[src/rtl/multi_cycle_datapath.sv]
// Multi-cycle 32-bit MIPS-subset core: FETCH/DECODE/EXEC/MEM/WB/HALT over a single memory port.
// Optional bne (opcode 0x05) is compiled in with `define MULTI_CYCLE_DATAPATH_BNE_EN.
module multi_cycle_datapath #(
  parameter logic [31:0] RESET_PC = 32'h0000_0000,
  parameter int          MEM_AW   = 32
) (
  input  logic              clock,
  input  logic              reset,
  output logic              mem_req,
  output logic              mem_we,
  output logic [MEM_AW-1:0] mem_addr,
  output logic [31:0]       mem_wdata,
  input  logic [31:0]       mem_rdata,
  input  logic              mem_ready,
  output logic [31:0]       pc,
  output logic              halted,
  output logic [2:0]        dbg_state
);

  // Memory handshake: while mem_req=1 the request fields stay stable; the transfer
  // completes on the rising edge where mem_ready=1. mem_ready is ignored when mem_req=0.

  typedef enum logic [2:0] {
    S_FETCH  = 3'd0,
    S_DECODE = 3'd1,
    S_EXEC   = 3'd2,
    S_MEM    = 3'd3,
    S_WB     = 3'd4,
    S_HALT   = 3'd5
  } state_t;

  localparam logic [5:0] OP_RTYPE = 6'h00;
  localparam logic [5:0] OP_J     = 6'h02;
  localparam logic [5:0] OP_BEQ   = 6'h04;
  localparam logic [5:0] OP_BNE   = 6'h05;
  localparam logic [5:0] OP_ADDI  = 6'h08;
  localparam logic [5:0] OP_LW    = 6'h23;
  localparam logic [5:0] OP_SW    = 6'h2B;

  state_t      r_state;
  state_t      w_next_state;
  state_t      w_exec_next;
  logic [31:0] r_pc;
  logic [31:0] r_ir;
  logic [31:0] r_a;
  logic [31:0] r_b;
  logic [31:0] r_alu;
  logic [31:0] r_regs [0:31];

  logic [5:0]  w_op;
  logic [4:0]  w_rs;
  logic [4:0]  w_rt;
  logic [4:0]  w_rd;
  logic [5:0]  w_funct;
  logic [31:0] w_imm_se;
  logic [31:0] w_ea;
  logic [31:0] w_alu;
  logic        w_taken;
  logic        w_jump;
  logic [4:0]  w_wb_dst;
  logic [31:0] w_addr32;

  assign w_op     = r_ir[31:26];
  assign w_rs     = r_ir[25:21];
  assign w_rt     = r_ir[20:16];
  assign w_rd     = r_ir[15:11];
  assign w_funct  = r_ir[5:0];
  assign w_imm_se = {{16{r_ir[15]}}, r_ir[15:0]};
  assign w_ea     = r_a + w_imm_se;
  assign w_wb_dst = (w_op == OP_RTYPE) ? w_rd : w_rt;

  // Execute decode: result, branch/jump intent and the state that follows EXEC.
  always_comb begin
    w_alu       = 32'd0;
    w_taken     = 1'b0;
    w_jump      = 1'b0;
    w_exec_next = S_HALT;
    case (w_op)
      OP_RTYPE: begin
        w_exec_next = S_WB;
        case (w_funct)
          6'h20:   w_alu = r_a + r_b;
          6'h22:   w_alu = r_a - r_b;
          6'h24:   w_alu = r_a & r_b;
          6'h25:   w_alu = r_a | r_b;
          6'h2A:   w_alu = {31'd0, $signed(r_a) < $signed(r_b)};
          default: w_exec_next = S_HALT;
        endcase
      end
      OP_ADDI: begin
        w_alu       = w_ea;
        w_exec_next = S_WB;
      end
      OP_LW, OP_SW: begin
        w_alu       = w_ea;
        w_exec_next = (w_ea[1:0] == 2'b00) ? S_MEM : S_HALT;
      end
      OP_BEQ: begin
        w_taken     = (r_a == r_b);
        w_exec_next = S_FETCH;
      end
`ifdef MULTI_CYCLE_DATAPATH_BNE_EN
      OP_BNE: begin
        w_taken     = (r_a != r_b);
        w_exec_next = S_FETCH;
      end
`else
      OP_BNE: w_exec_next = S_HALT;
`endif
      OP_J: begin
        w_jump      = 1'b1;
        w_exec_next = S_FETCH;
      end
      default: w_exec_next = S_HALT;
    endcase
  end

  always_ff @(posedge clock or posedge reset) begin
    if (reset) r_state <= S_FETCH;
    else       r_state <= w_next_state;
  end

  always_comb begin
    w_next_state = r_state;
    case (r_state)
      S_FETCH:  if (mem_ready) w_next_state = S_DECODE;
      S_DECODE: w_next_state = S_EXEC;
      S_EXEC:   w_next_state = w_exec_next;
      S_MEM:    if (mem_ready) w_next_state = (w_op == OP_LW) ? S_WB : S_FETCH;
      S_WB:     w_next_state = S_FETCH;
      S_HALT:   w_next_state = S_HALT;
      default:  w_next_state = S_HALT;
    endcase
  end

  // Bus outputs are decoded from state; gating with reset drops them without a clock edge.
  assign w_addr32  = (r_state == S_FETCH) ? r_pc : ((r_state == S_MEM) ? r_alu : 32'd0);
  assign mem_req   = !reset && ((r_state == S_FETCH) || (r_state == S_MEM));
  assign mem_we    = !reset && (r_state == S_MEM) && (w_op == OP_SW);
  assign mem_addr  = reset ? '0 : w_addr32[MEM_AW-1:0];
  assign mem_wdata = mem_we ? r_b : 32'd0;
  assign pc        = r_pc;
  assign halted    = (r_state == S_HALT);
  assign dbg_state = r_state;

  always_ff @(posedge clock or posedge reset) begin
    if (reset) begin
      r_pc  <= RESET_PC;
      r_ir  <= 32'd0;
      r_a   <= 32'd0;
      r_b   <= 32'd0;
      r_alu <= 32'd0;
      for (int i = 0; i < 32; i++) r_regs[i] <= 32'd0;
    end else begin
      case (r_state)
        S_FETCH: begin
          if (mem_ready) begin
            r_ir <= mem_rdata;
            r_pc <= r_pc + 32'd4;
          end
        end
        S_DECODE: begin
          r_a <= (w_rs == 5'd0) ? 32'd0 : r_regs[w_rs];
          r_b <= (w_rt == 5'd0) ? 32'd0 : r_regs[w_rt];
        end
        S_EXEC: begin
          // r_pc already points past the branch, so the offset is relative to pc+4.
          r_alu <= w_alu;
          if (w_taken) r_pc <= r_pc + {w_imm_se[29:0], 2'b00};
          if (w_jump)  r_pc <= {r_pc[31:28], r_ir[25:0], 2'b00};
        end
        S_MEM: begin
          if (mem_ready && (w_op == OP_LW)) r_alu <= mem_rdata;
        end
        S_WB: begin
          if (w_wb_dst != 5'd0) r_regs[w_wb_dst] <= r_alu;
        end
        default: ;
      endcase
    end
  end

endmodule

[config.mk]
export PLATFORM = sky130hd
export DESIGN_NAME = multi_cycle_datapath
export DESIGN_NICKNAME = d
export VERILOG_FILES = /design/src/rtl/multi_cycle_datapath.sv
export SDC_FILE = /design/constraint.sdc
export NUM_CORES = 2
export LEC_CHECK = 0
export CELL_PAD_IN_SITES_DETAIL_PLACEMENT = 1
export CELL_PAD_IN_SITES_GLOBAL_PLACEMENT = 1
export CORE_ASPECT_RATIO = 1.2
export CORE_MARGIN = 2
export CORE_UTILIZATION = 55
export CTS_BUF_LIST = sky130_fd_sc_hd__clkbuf_8
export DETAILED_ROUTE_END_ITERATION = 10
export PLACE_DENSITY_LB_ADDON = 0.1
export SETUP_SLACK_MARGIN = 0.05
export SLEW_MARGIN = 40
export SYNTH_ARGS = -nofsm -noshare
export SYNTH_HDL_FRONTEND = slang
export SYNTH_SLANG_ARGS = --single-unit
[constraint.sdc]
create_clock -name clock -period 55.1 [get_ports clock]
set_input_delay 8.265 -clock clock [delete_from_list [all_inputs] [get_ports clock]]
set_output_delay 8.265 -clock clock [all_outputs]
set_load 0.005 [all_outputs]
==> flow_summary.ini <==
[status]
status = completed

[clock_tree]
cts-root-buf = clkbuf_8
numCtsBuffers = 195
cts_sinks = 1185
cts_hold_buffers = 0
clk_pin_slew_ps = 60
ctsHtreeMaxLevel = 4
post-cts-setup-buffers = 0
cts_tree = built
cts_resized = 0
clk_latency_ps = 1000
cts_buffer_depth = 3

[worst_setup_path]
timing.rr.start = r_ir[16]$_DFFE_PP0P_
required_ps = 46830
cpPeakStageDelay_ps = 670
cp_common_cell = clkdlybuf4s50_1
startpoint_type = primary input
crit_type = in -> out
rr_endpoint = r_b[9]$_DFFE_PP0N_
worstPathArrival_ps = 10870
cp_cell_sequence = clkdlybuf4s50_1 > nor2_2 > buf_4 > and3_2 > and2_1 > clkdlybuf4s50_1
cpLargestDelayFamily = buffers and inverters
r2r_setup_slack_ps = 50130
cp_slowest_cell = and3_2
cp_num_buf_inv = 3
critical_path.max_fanout = 33
r2r.worst_path.cells = 8
crit_path_end_kind = output port

[logic_synthesis]
postSynthCellCount = 5375
ys_top_cells_by_count = 1185 x dfrtp_1, 1055 x mux2_2, 576 x mux4_2
ys_top_cells_by_area = dfrtp_1 42%, mux4_2 19%, mux2_2 17%
async_reset_ff_share_pct = 100
synth_warnings = 0
synth-edff-count = 0
synth_seq_area_share_pct = 42.3
synth_ff_type = dfrtp_1
syn_area_per_cell_um2 = 13.0
synth_top_area_cell = dfrtp_1
yosysMostFrequentCell = dfrtp_1
synthDistinctLibCells = 90
ys_ff_latch = 1185
netlist_area_um2 = 70100
synth.top_cell.area_share_pct = 42.3

[sta]
fin_setup_tns_ps = 0
finalCritPeriodShare_pct = 34.7
finalCriticalPeriod_ps = 19140
setup_violations = 0
slew_violations = 0
worst_pin_slew_ps = 931
finalClockSkew_ps = 52.9
timing.final.ws_setup_ps = 35960
hold_violations = 0
max_slew_margin_pct = 37.9
fmax_mhz = 52.3
rsz0062_at_grt = no

[floorplan]
ios = 137
die-area_um2 = 130000
dieHeight_um = 395
rows = 143
core_um2 = 126000
start_util_pct = 55.4
die_w_um = 330

[global_route]
grt_remaining_overflow = 0
grt.total_usage_pct = 38.1
grt_pass1_vias = 53800
grt_pass1_wl_um = 363000
antenna_found_initial = 14
grt_max_degree = 159

[pwr]
power_density_nw_per_um2 = 55.6
leakage_nw = 35.0
p_total_mw = 4.29
irDropWorstVdd_mv = 0.0990

[worst_hold_path]
hold_end = r_regs[1023]$_DFFE_PP0P_
min-delay-start = r_regs[1023]$_DFFE_PP0P_
hp-class = reg -> reg
whs_path_depth = 0

[detailed_routing]
wl_per_cell_um = 34.1
wl_um = 245000
ant_nets = 0
drt_iter0_drc = 4667
drc = 0
num_vias = 50300
dr.pass1.iters = 5
avgViaCountPerCell = 7.01

[cells_and_area]
syn_to_final_growth_pct = 10.1
final_nets = 5549
drive_above_1_share_pct = 39.6
design_area_um2 = 77100

[place]
io_buffers = 134
dp_hpwl_um = 159000
post-place-ws_ps = 35980
dpl_cell_area_um2 = 72900
routabilityCongestion = 1.01

[job]
cap_violations = 0
## metrics by stage
step,hold WS [ps],cells,utilization (%)
2_1_floorplan,441,5376,-
3_3_place_gp,376,6799,57.5
3_5_place_dp,385,6804,57.6
4_1_cts,397,7161,60.9
5_1_grt,412,7168,60.9
6_report,395,7175,61.0
## worst reg2reg max path, delay by kind of cell, from the launching register on
kind            cells  cell delay, ps
buf+inv             4            2420
flops               1             790
mux                 2            1190
compound gates      2             420
## state kept, by name, summed over array words and instances, names as in the netlist
| signal | flops |
|---|---|
| r_a | 32 |
| dbg_state | 3 |
| r_b | 32 |
| pc | 30 |
| r_ir | 32 |
| r_regs | 1024 |
| r_alu | 32 |
## worst max path at each step
| stage | endpoint | startpoint | slack, ps | depth (start not counted) |
|---|---|---|---|---|
| after floorplan | mem_addr[0] | reset | 11930 | 2 |
| after global placement | mem_wdata[28] | reset | 35650 | 6 |
| after detailed placement | mem_wdata[26] | reset | 35980 | 6 |
| after CTS | mem_wdata[26] | reset | 35970 | 6 |
| after global routing | mem_wdata[27] | reset | 35850 | 6 |
| final | mem_wdata[26] | reset | 35960 | 6 |
## cell type report
class                           count  area [um^2]
Antenna cell                       10         25.0
Clock buffer                      248         3410
Clock inverter                    109          673
Fill cell                       12000        49400
Inverter                          120          458
Multi-Input combinational cell   3560        38100
Sequential cell                  1185        29700
Tap cell                         1667         2090
Timing Repair Buffer              276         2650
## kinds of logic (layout without fill, tap and decap cells)
group,count (synthesis),in the layout,share of synthesized area (%)
compound gates,821,821,7.80
xor+xnor,71,71,0.887
fa+ha+maj,176,176,3.19
buf+inv,631,753,3.70
flops,1185,1185,42.3
mux,1708,1708,36.6
other cells,1,12,0.00535
simple gates,782,782,5.46
## report_power, final
group	total (mW)	switching [mW]	internal (mW)
clock	0.819	0.393	0.427
combinational	2.02	1.15	0.867
sequential	1.45	0.343	1.11
total	4.29	1.89	2.40
## placed cells by master (no fill, tap or decap), types with 25 or more instances in the layout
cell | netlist | layout
dfrtp_1 | 1185 | 1166
mux2_2 | 1055 | 1055
mux4_2 | 576 | 576
clkbuf_8 | 0 | 248
nand2_1 | 238 | 229
a21oi_1 | 205 | 204
inv_1 | 120 | 182
ha_1 | 172 | 172
nor2_1 | 179 | 160
o21ai_0 | 141 | 141
clkdlybuf4s50_1 | 0 | 134
buf_4 | 5 | 113
o22ai_1 | 94 | 94
nor2b_1 | 65 | 65
nor3_1 | 64 | 61
o32ai_1 | 54 | 54
xnor2_1 | 46 | 46
and2_1 | 44 | 44
mux2_1 | 43 | 43
a21o_1 | 42 | 42
nand3_1 | 40 | 40
mux2i_1 | 34 | 33
a31oi_1 | 32 | 32
a22o_1 | 30 | 30
clkinv_2 | 0 | 26
and3_1 | 27 | 25
xor2_1 | 25 | 25
## layer usage
layer  part of all wire, %  global-route usage [%]  vias to the layer above
met4                   5.4                    18.6                        8
met2                    48                    61.2                     2191
met1                    39                    49.4                    27100
met3                   7.5                    7.68                      625
met5                 0.023                       0                        -
li1                      -                       -                    20400
No activity file was read; power rests on OpenSTA's default activity.
